### config.mk
export PLATFORM = sky130hd
export DESIGN_NAME = ex_ctrl_flat
export DESIGN_NICKNAME = d
export VERILOG_FILES = /design/src/rtl/ex_ctrl_if.sv /design/src/rtl/ex_ctrl.sv /design/src/flat_wrapper.sv
export SDC_FILE = /design/constraint.sdc
export NUM_CORES = 1
export LEC_CHECK = 0
export BUFFER_PORTS_ARGS = -buffer_cell sky130_fd_sc_hd__buf_2
export CORE_UTILIZATION = 49
export DETAILED_ROUTE_END_ITERATION = 10
export PLACE_DENSITY = 0.78
export SYNTH_ARGS = -nofsm -noshare
export SYNTH_HDL_FRONTEND = slang
export SYNTH_SLANG_ARGS = --single-unit
### constraint.sdc
create_clock -name clk -period 2.3 [get_ports clk]
set_input_delay 0.345 -clock clk [delete_from_list [all_inputs] [get_ports clk]]
set_output_delay 0.345 -clock clk [all_outputs]
set_load 0.01 [all_outputs]
### src/rtl/ex_ctrl_if.sv
// Handshake and tracking signals between the ID stage, the EX control block
// and the downstream MEM/WB bookkeeping.
interface ex_ctrl_if;
    logic       id_valid;
    logic       id_ready;
    logic [6:0] id_opcode;
    logic [4:0] id_rs1;
    logic [4:0] id_rs2;
    logic [4:0] id_rd;
    logic       branch_taken;
    logic       mem_ready;
    logic       ex_valid;
    logic [4:0] ex_rd;
    logic       ex_reg_write;
    logic       ex_is_load;
    logic [4:0] mem_rd;
    logic [4:0] wb_rd;
    logic       mem_reg_write;
    logic       wb_reg_write;
    logic [1:0] fwd_a;
    logic [1:0] fwd_b;
    logic       flush;
    logic [1:0] state;

    modport master (
        output id_valid, id_opcode, id_rs1, id_rs2, id_rd, branch_taken, mem_ready,
        input  id_ready, ex_valid, ex_rd, ex_reg_write, ex_is_load, mem_rd, wb_rd,
               mem_reg_write, wb_reg_write, fwd_a, fwd_b, flush, state
    );

    modport slave (
        input  id_valid, id_opcode, id_rs1, id_rs2, id_rd, branch_taken, mem_ready,
        output id_ready, ex_valid, ex_rd, ex_reg_write, ex_is_load, mem_rd, wb_rd,
               mem_reg_write, wb_reg_write, fwd_a, fwd_b, flush, state
    );
endinterface

### src/rtl/ex_ctrl.sv
// EX-stage pipeline control: ID handshake, load-use stall, branch flush,
// MEM/WB destination tracking and operand forwarding selection.
module ex_ctrl (
    input logic     clk,
    input logic     rst,
    ex_ctrl_if.slave bus
);
    typedef enum logic [1:0] {
        RUN   = 2'b00,
        STALL = 2'b01,
        FLUSH = 2'b10
    } state_t;

    state_t     state_q;
    state_t     state_d;

    logic       ex_valid_q;
    logic [4:0] ex_rd_q;
    logic [4:0] ex_rs1_q;
    logic [4:0] ex_rs2_q;
    logic       ex_reg_write_q;
    logic       ex_is_load_q;
    logic [4:0] mem_rd_q;
    logic       mem_reg_write_q;
    logic [4:0] wb_rd_q;
    logic       wb_reg_write_q;

    logic       ex_adv;
    logic       load_use;
    logic       take;
    logic       id_ready;
    logic       transfer;
    logic       flush;

    function automatic logic decode_reg_write(input logic [6:0] opcode, input logic [4:0] rd);
        logic writes;
        case (opcode)
            7'b0110011, 7'b0010011, 7'b0000011, 7'b0110111,
            7'b0010111, 7'b1101111, 7'b1100111: writes = 1'b1;
            default:                            writes = 1'b0;
        endcase
        return writes && (rd != 5'd0);
    endfunction

    // MEM result is younger than WB, so it wins when both match.
    function automatic logic [1:0] fwd_sel(input logic [4:0] src, input logic valid,
                                           input logic m_we, input logic [4:0] m_rd,
                                           input logic w_we, input logic [4:0] w_rd);
        logic [1:0] sel;
        sel = 2'b00;
        if (valid && src != 5'd0) begin
            if (m_we && m_rd == src)
                sel = 2'b01;
            else if (w_we && w_rd == src)
                sel = 2'b10;
        end
        return sel;
    endfunction

    assign ex_adv   = !ex_valid_q || bus.mem_ready;
    assign load_use = ex_valid_q && ex_is_load_q && (ex_rd_q != 5'd0) &&
                      ((ex_rd_q == bus.id_rs1) || (ex_rd_q == bus.id_rs2));
    assign take     = ex_valid_q && bus.branch_taken && ex_adv;
    assign transfer = bus.id_valid && id_ready && !take && (state_q != FLUSH);

    always_comb begin
        state_d  = state_q;
        id_ready = 1'b0;
        flush    = 1'b0;
        if (!rst) begin
            id_ready = take || (state_q == FLUSH) || (ex_adv && !load_use);
            flush    = (state_q == FLUSH);
        end
        if (take)
            state_d = FLUSH;
        else if (state_q == RUN && load_use && ex_adv)
            state_d = STALL;
        else
            state_d = RUN;
    end

    always_ff @(posedge clk) begin
        if (rst)
            state_q <= RUN;
        else
            state_q <= state_d;
    end

    // EX stage: load on transfer, otherwise bubble whenever the slot advances
    always_ff @(posedge clk) begin
        if (rst) begin
            ex_valid_q     <= 1'b0;
            ex_rd_q        <= 5'd0;
            ex_reg_write_q <= 1'b0;
            ex_is_load_q   <= 1'b0;
        end else if (transfer) begin
            ex_valid_q     <= 1'b1;
            ex_rd_q        <= bus.id_rd;
            ex_reg_write_q <= decode_reg_write(bus.id_opcode, bus.id_rd);
            ex_is_load_q   <= (bus.id_opcode == 7'b0000011);
        end else if (ex_adv) begin
            ex_valid_q     <= 1'b0;
            ex_reg_write_q <= 1'b0;
            ex_is_load_q   <= 1'b0;
        end
    end

    always_ff @(posedge clk) begin
        if (transfer) begin
            ex_rs1_q <= bus.id_rs1;
            ex_rs2_q <= bus.id_rs2;
        end
    end

    // MEM stage tracking
    always_ff @(posedge clk) begin
        if (rst) begin
            mem_rd_q        <= 5'd0;
            mem_reg_write_q <= 1'b0;
        end else if (ex_adv) begin
            mem_rd_q        <= ex_rd_q;
            mem_reg_write_q <= ex_valid_q && ex_reg_write_q;
        end
    end

    // WB stage tracking
    always_ff @(posedge clk) begin
        if (rst) begin
            wb_rd_q        <= 5'd0;
            wb_reg_write_q <= 1'b0;
        end else if (bus.mem_ready) begin
            wb_rd_q        <= mem_rd_q;
            wb_reg_write_q <= mem_reg_write_q;
        end
    end

    assign bus.id_ready      = id_ready;
    assign bus.flush         = flush;
    assign bus.state         = state_q;
    assign bus.ex_valid      = ex_valid_q;
    assign bus.ex_rd         = ex_rd_q;
    assign bus.ex_reg_write  = ex_reg_write_q;
    assign bus.ex_is_load    = ex_is_load_q;
    assign bus.mem_rd        = mem_rd_q;
    assign bus.mem_reg_write = mem_reg_write_q;
    assign bus.wb_rd         = wb_rd_q;
    assign bus.wb_reg_write  = wb_reg_write_q;
    assign bus.fwd_a = fwd_sel(ex_rs1_q, ex_valid_q, mem_reg_write_q, mem_rd_q,
                               wb_reg_write_q, wb_rd_q);
    assign bus.fwd_b = fwd_sel(ex_rs2_q, ex_valid_q, mem_reg_write_q, mem_rd_q,
                               wb_reg_write_q, wb_rd_q);
endmodule
### src/flat_wrapper.sv
// flat-port wrapper written by rule: the top's interface ports become plain ports
module ex_ctrl_flat 
  (clk, rst, bus_id_valid, bus_id_opcode, bus_id_rs1, bus_id_rs2, bus_id_rd, bus_branch_taken, bus_mem_ready, bus_id_ready, bus_ex_valid, bus_ex_rd, bus_ex_reg_write, bus_ex_is_load, bus_mem_rd, bus_wb_rd, bus_mem_reg_write, bus_wb_reg_write, bus_fwd_a, bus_fwd_b, bus_flush, bus_state);
  ex_ctrl_if bus_i ();
  input logic clk;
  input logic rst;
  input wire logic [$bits(bus_i.id_valid)-1:0] bus_id_valid;
  input wire logic [$bits(bus_i.id_opcode)-1:0] bus_id_opcode;
  input wire logic [$bits(bus_i.id_rs1)-1:0] bus_id_rs1;
  input wire logic [$bits(bus_i.id_rs2)-1:0] bus_id_rs2;
  input wire logic [$bits(bus_i.id_rd)-1:0] bus_id_rd;
  input wire logic [$bits(bus_i.branch_taken)-1:0] bus_branch_taken;
  input wire logic [$bits(bus_i.mem_ready)-1:0] bus_mem_ready;
  output wire logic [$bits(bus_i.id_ready)-1:0] bus_id_ready;
  output wire logic [$bits(bus_i.ex_valid)-1:0] bus_ex_valid;
  output wire logic [$bits(bus_i.ex_rd)-1:0] bus_ex_rd;
  output wire logic [$bits(bus_i.ex_reg_write)-1:0] bus_ex_reg_write;
  output wire logic [$bits(bus_i.ex_is_load)-1:0] bus_ex_is_load;
  output wire logic [$bits(bus_i.mem_rd)-1:0] bus_mem_rd;
  output wire logic [$bits(bus_i.wb_rd)-1:0] bus_wb_rd;
  output wire logic [$bits(bus_i.mem_reg_write)-1:0] bus_mem_reg_write;
  output wire logic [$bits(bus_i.wb_reg_write)-1:0] bus_wb_reg_write;
  output wire logic [$bits(bus_i.fwd_a)-1:0] bus_fwd_a;
  output wire logic [$bits(bus_i.fwd_b)-1:0] bus_fwd_b;
  output wire logic [$bits(bus_i.flush)-1:0] bus_flush;
  output wire logic [$bits(bus_i.state)-1:0] bus_state;
  assign bus_i.id_valid = bus_id_valid;
  assign bus_i.id_opcode = bus_id_opcode;
  assign bus_i.id_rs1 = bus_id_rs1;
  assign bus_i.id_rs2 = bus_id_rs2;
  assign bus_i.id_rd = bus_id_rd;
  assign bus_i.branch_taken = bus_branch_taken;
  assign bus_i.mem_ready = bus_mem_ready;
  assign bus_id_ready = bus_i.id_ready;
  assign bus_ex_valid = bus_i.ex_valid;
  assign bus_ex_rd = bus_i.ex_rd;
  assign bus_ex_reg_write = bus_i.ex_reg_write;
  assign bus_ex_is_load = bus_i.ex_is_load;
  assign bus_mem_rd = bus_i.mem_rd;
  assign bus_wb_rd = bus_i.wb_rd;
  assign bus_mem_reg_write = bus_i.mem_reg_write;
  assign bus_wb_reg_write = bus_i.wb_reg_write;
  assign bus_fwd_a = bus_i.fwd_a;
  assign bus_fwd_b = bus_i.fwd_b;
  assign bus_flush = bus_i.flush;
  assign bus_state = bus_i.state;
  ex_ctrl u_core (.clk(clk), .rst(rst), .bus(bus_i));
endmodule
==> summary.md <==
| Metric | Value |
|---|---|
| Critical path launch point type | flip-flop |
| DR DRC count | 0 |
| Nets | between 200 and 250 |
| Die Y | approximately 60 um |
| Mapped Nets | around 180 |
| Post-synth top cells | dfxtp_1 (22), xor2_1 (16), nand2_1 (15), xnor2_1 (14), nor2_1 (13) |
| # port buffers | 54 |
| Vias per inst | ~5.3 |
| Max H-tree Level | 2 |
| Total iterations of the first detailed-routing run | 4 |
| Cts hold-fix bufs | 0 |
| Crit path largest cell delay | roughly 400 ps |
| CP Data Required Time | 1960 ps |
| Area Overhead vs Synth | 25.9% |
| Setup violators final | 0 |
| Tot GR Track Use | 0.250 |
| Outcome | completed |
| Synth async-reset ratio | 0 |
| Max-Cap Viols | 0 |
| Worst min path class | input port to flip-flop |
| Synth area leader | dfxtp_1 |
| DIE AREA | between 3000 and 4000 um2 |
| RSZ-0062 raised after global routing | false |
| Most common cell in the netlist | dfxtp_1 |
| Layout cells sized above 1 | 0.335 |
| DR vias | ~1400 |
| Slew headroom | 0.741 |
| Longest Clk Path Bufs | 2 |
| Synth Register Bits | 32 |
| Routed wire per std cell | 14.3 um |
| Dpl hpwl | 2.90 mm |
| Core area | 3080 um2 |
| CTS clk-pin slew, worst paths | 100 ps |
| Max VDD drop | roughly 450 uV |
| DR iter-0 viols | 55 |
| Die outline width | 59.0 um |
| Pin count of the biggest net entering global routing | 25 |
| Grt ovf | 0 |
| Crit Path Class | flip-flop to output port |
| Share of the synthesized area in the top cell type | 0.277 |
| Netlist Area Pre-Place | roughly 1600 um2 |
| Distinct cell type count after synthesis | 31 |
| Setup tns final | 0 ps |
| Tmin final | 2150 ps |
| Least-Margin Pin Slew | approximately 390 ps |
| Final cell count without fillers | between 200 and 300 |
| # fillers | 262 |
| R2R Setup Slk | 360 ps |
| Number of hold violations in the final report | 0 |
| Sequential cell area | about 740 um2 |
| Dpl cells | about 250 |
| Pwr dens | between 600 and 700 nW/um2 |
| I/O pin count | 55 |
| Critical Path End Type | output port |
| Final WL | around 3.7 mm |
| Slew Viols, Final | 0 |
| Avg Cell Area, Syn | around 10 um2 |
| Number of synthesized flops with an enable pin | 10 |
| Total CTS buffers | 5 |
| Area of the multi-input gates | around 840 um2 |
| RD Place Congestion | ~0.91 |
| Worst Path Max Fanout | 6 |
| Clock Sinks | 32 |
| First-pass GRT wire length | 6.33 mm |
| Static leakage | approximately 0.9 nW |
| Number of global-route vias before repair | 1351 |
| Synth Flop Type | dfxtp_1 |
| Max Fclk | 466 MHz |
| Clk_lat worst skew | around 330 ps |
| Period utilisation layout | 0.934 |
| Clk_skew | just over 10 ps |
| Slowest cell on crit path | or3_1 |
| Final ANT Viol Nets | 0 |
| FP Rows | 20 |
| Cells along the critical path | or3_1 -> o311a_4 -> nand2_1 -> o2bb2ai_1 -> buf_2 |
| Initial antenna violation count | 0 |
| Ant. Diodes | 0 |
| Sequential area share after synthesis | 0.465 |
| Top cells by area, synth | dfxtp_1 (28%), edfxtp_1 (19%), xor2_1 (8.8%), xnor2_1 (7.7%), mux2i_1 (4.4%) |
| Setup bufs post-CTS | 0 |
| Starting Density | 0.517 |
| Arrival time worst endpoint | 1800 ps |
| Clock root cell | clkbuf_4 |
| CTS tree | built |
| Cells after synthesis | 155 |
| Synth warnings | 0 |
==> kinds of logic (layout without fill, tap and decap cells) <==
kind of cell | after synthesis | after routing | synth area share
buf+inv | 4 | 64 | 0.00942
flops | 32 | 32 | 0.465
compound gates | 17 | 17 | 0.0841
xor+xnor | 30 | 30 | 0.165
mux | 12 | 12 | 0.0793
simple gates | 60 | 60 | 0.197
==> worst paths after layout <==
path                       start              endpoint  cells past startpoint
max          u_core.bus.ex_rd[0]          bus_id_ready                      5
min reg2reg  u_core.bus.ex_rd[2]  u_core.bus.mem_rd[2]                      2
max reg2reg  u_core.bus.ex_rd[0]    u_core.ex_rs2_q[4]                      4
min                bus_id_rs1[1]    u_core.ex_rs1_q[1]                      1
==> per-stage QoR <==
step	utilization	hold WS [ps]	area [um2]	setup slack, ps	power (mW)
after global placement	0.622	532	1910	433	0.827
after global routing	0.652	188	2010	39.9	1.31
after detailed placement	0.622	534	1910	376	0.834
after CTS	0.651	197	2000	77.7	1.27
after floorplan	-	444	1590	343	0.760
final	0.652	211	2010	152	1.26
==> power by group <==
group / switching [mW] / internal, mW / leakage (nW) / total [mW]
Clock: 0.191 / 0.245 / 0.0497 / 0.436
Combinational: 0.0830 / 0.0873 / 0.564 / 0.170
Sequential: 0.0423 / 0.609 / 0.273 / 0.652
Total: 0.317 / 0.942 / 0.886 / 1.26
==> flip-flops by register name, summed over array words and instances, names as in the netlist, 2 cells and up <==
name and cells:
u_core.bus.state 2, u_core.bus.mem_rd 5, u_core.ex_rs2_q 5, u_core.ex_rs1_q 5, u_core.bus.wb_rd 5, u_core.bus.ex_rd 5
==> layout by cell type (no fill, tap or decap), drive strengths merged, types with 3 or more instances in the layout <==
cell and instances:
dfxtp 22, nand3 6, or4 3, mux2i 7
xnor2 14, buf 55, nand2 15, edfxtp 10
xor2 16, clkbuf 8, o21ai 3, a21oi 6
nor3b 4, nor4 4, nor2b 6, nor2 13
mux2 5
==> repair_timing <==
action / CTS / global route
endpoints found under the hold margin: 0 / 0
gates resized for setup: 0 / 1
endpoints found under the setup margin: 0 / 1
==> per-layer routing <==
metal  share of wire  vias up  GRT usage  wire, um
li1                -      667          -         -
met1            0.43      634      0.306      1610
met2            0.49       55      0.433      1820
met3           0.062        6     0.0590       229
met4           0.013        0     0.0816        50
met5               0        -          0         0
==> area by class of cell <==
class | count | share of cell area
Timing Repair Buffer | 55 | 0.138
Tap cell | 44 | 0.0274
Sequential cell | 32 | 0.370
Inverter | 1 | 0.00187
Clock buffer | 8 | 0.0449
Multi-Input combinational cell | 119 | 0.417
==> worst max-delay path: cells and delay by family, from the launching register on <==
kind                   cells  cell delay (ps)
DFF                        1              380
AOI/OAI and AO/OA          2              440
and+or+nand+nor            2              500
buffers and inverters      1              140
Power figures use the tool's default switching activity.
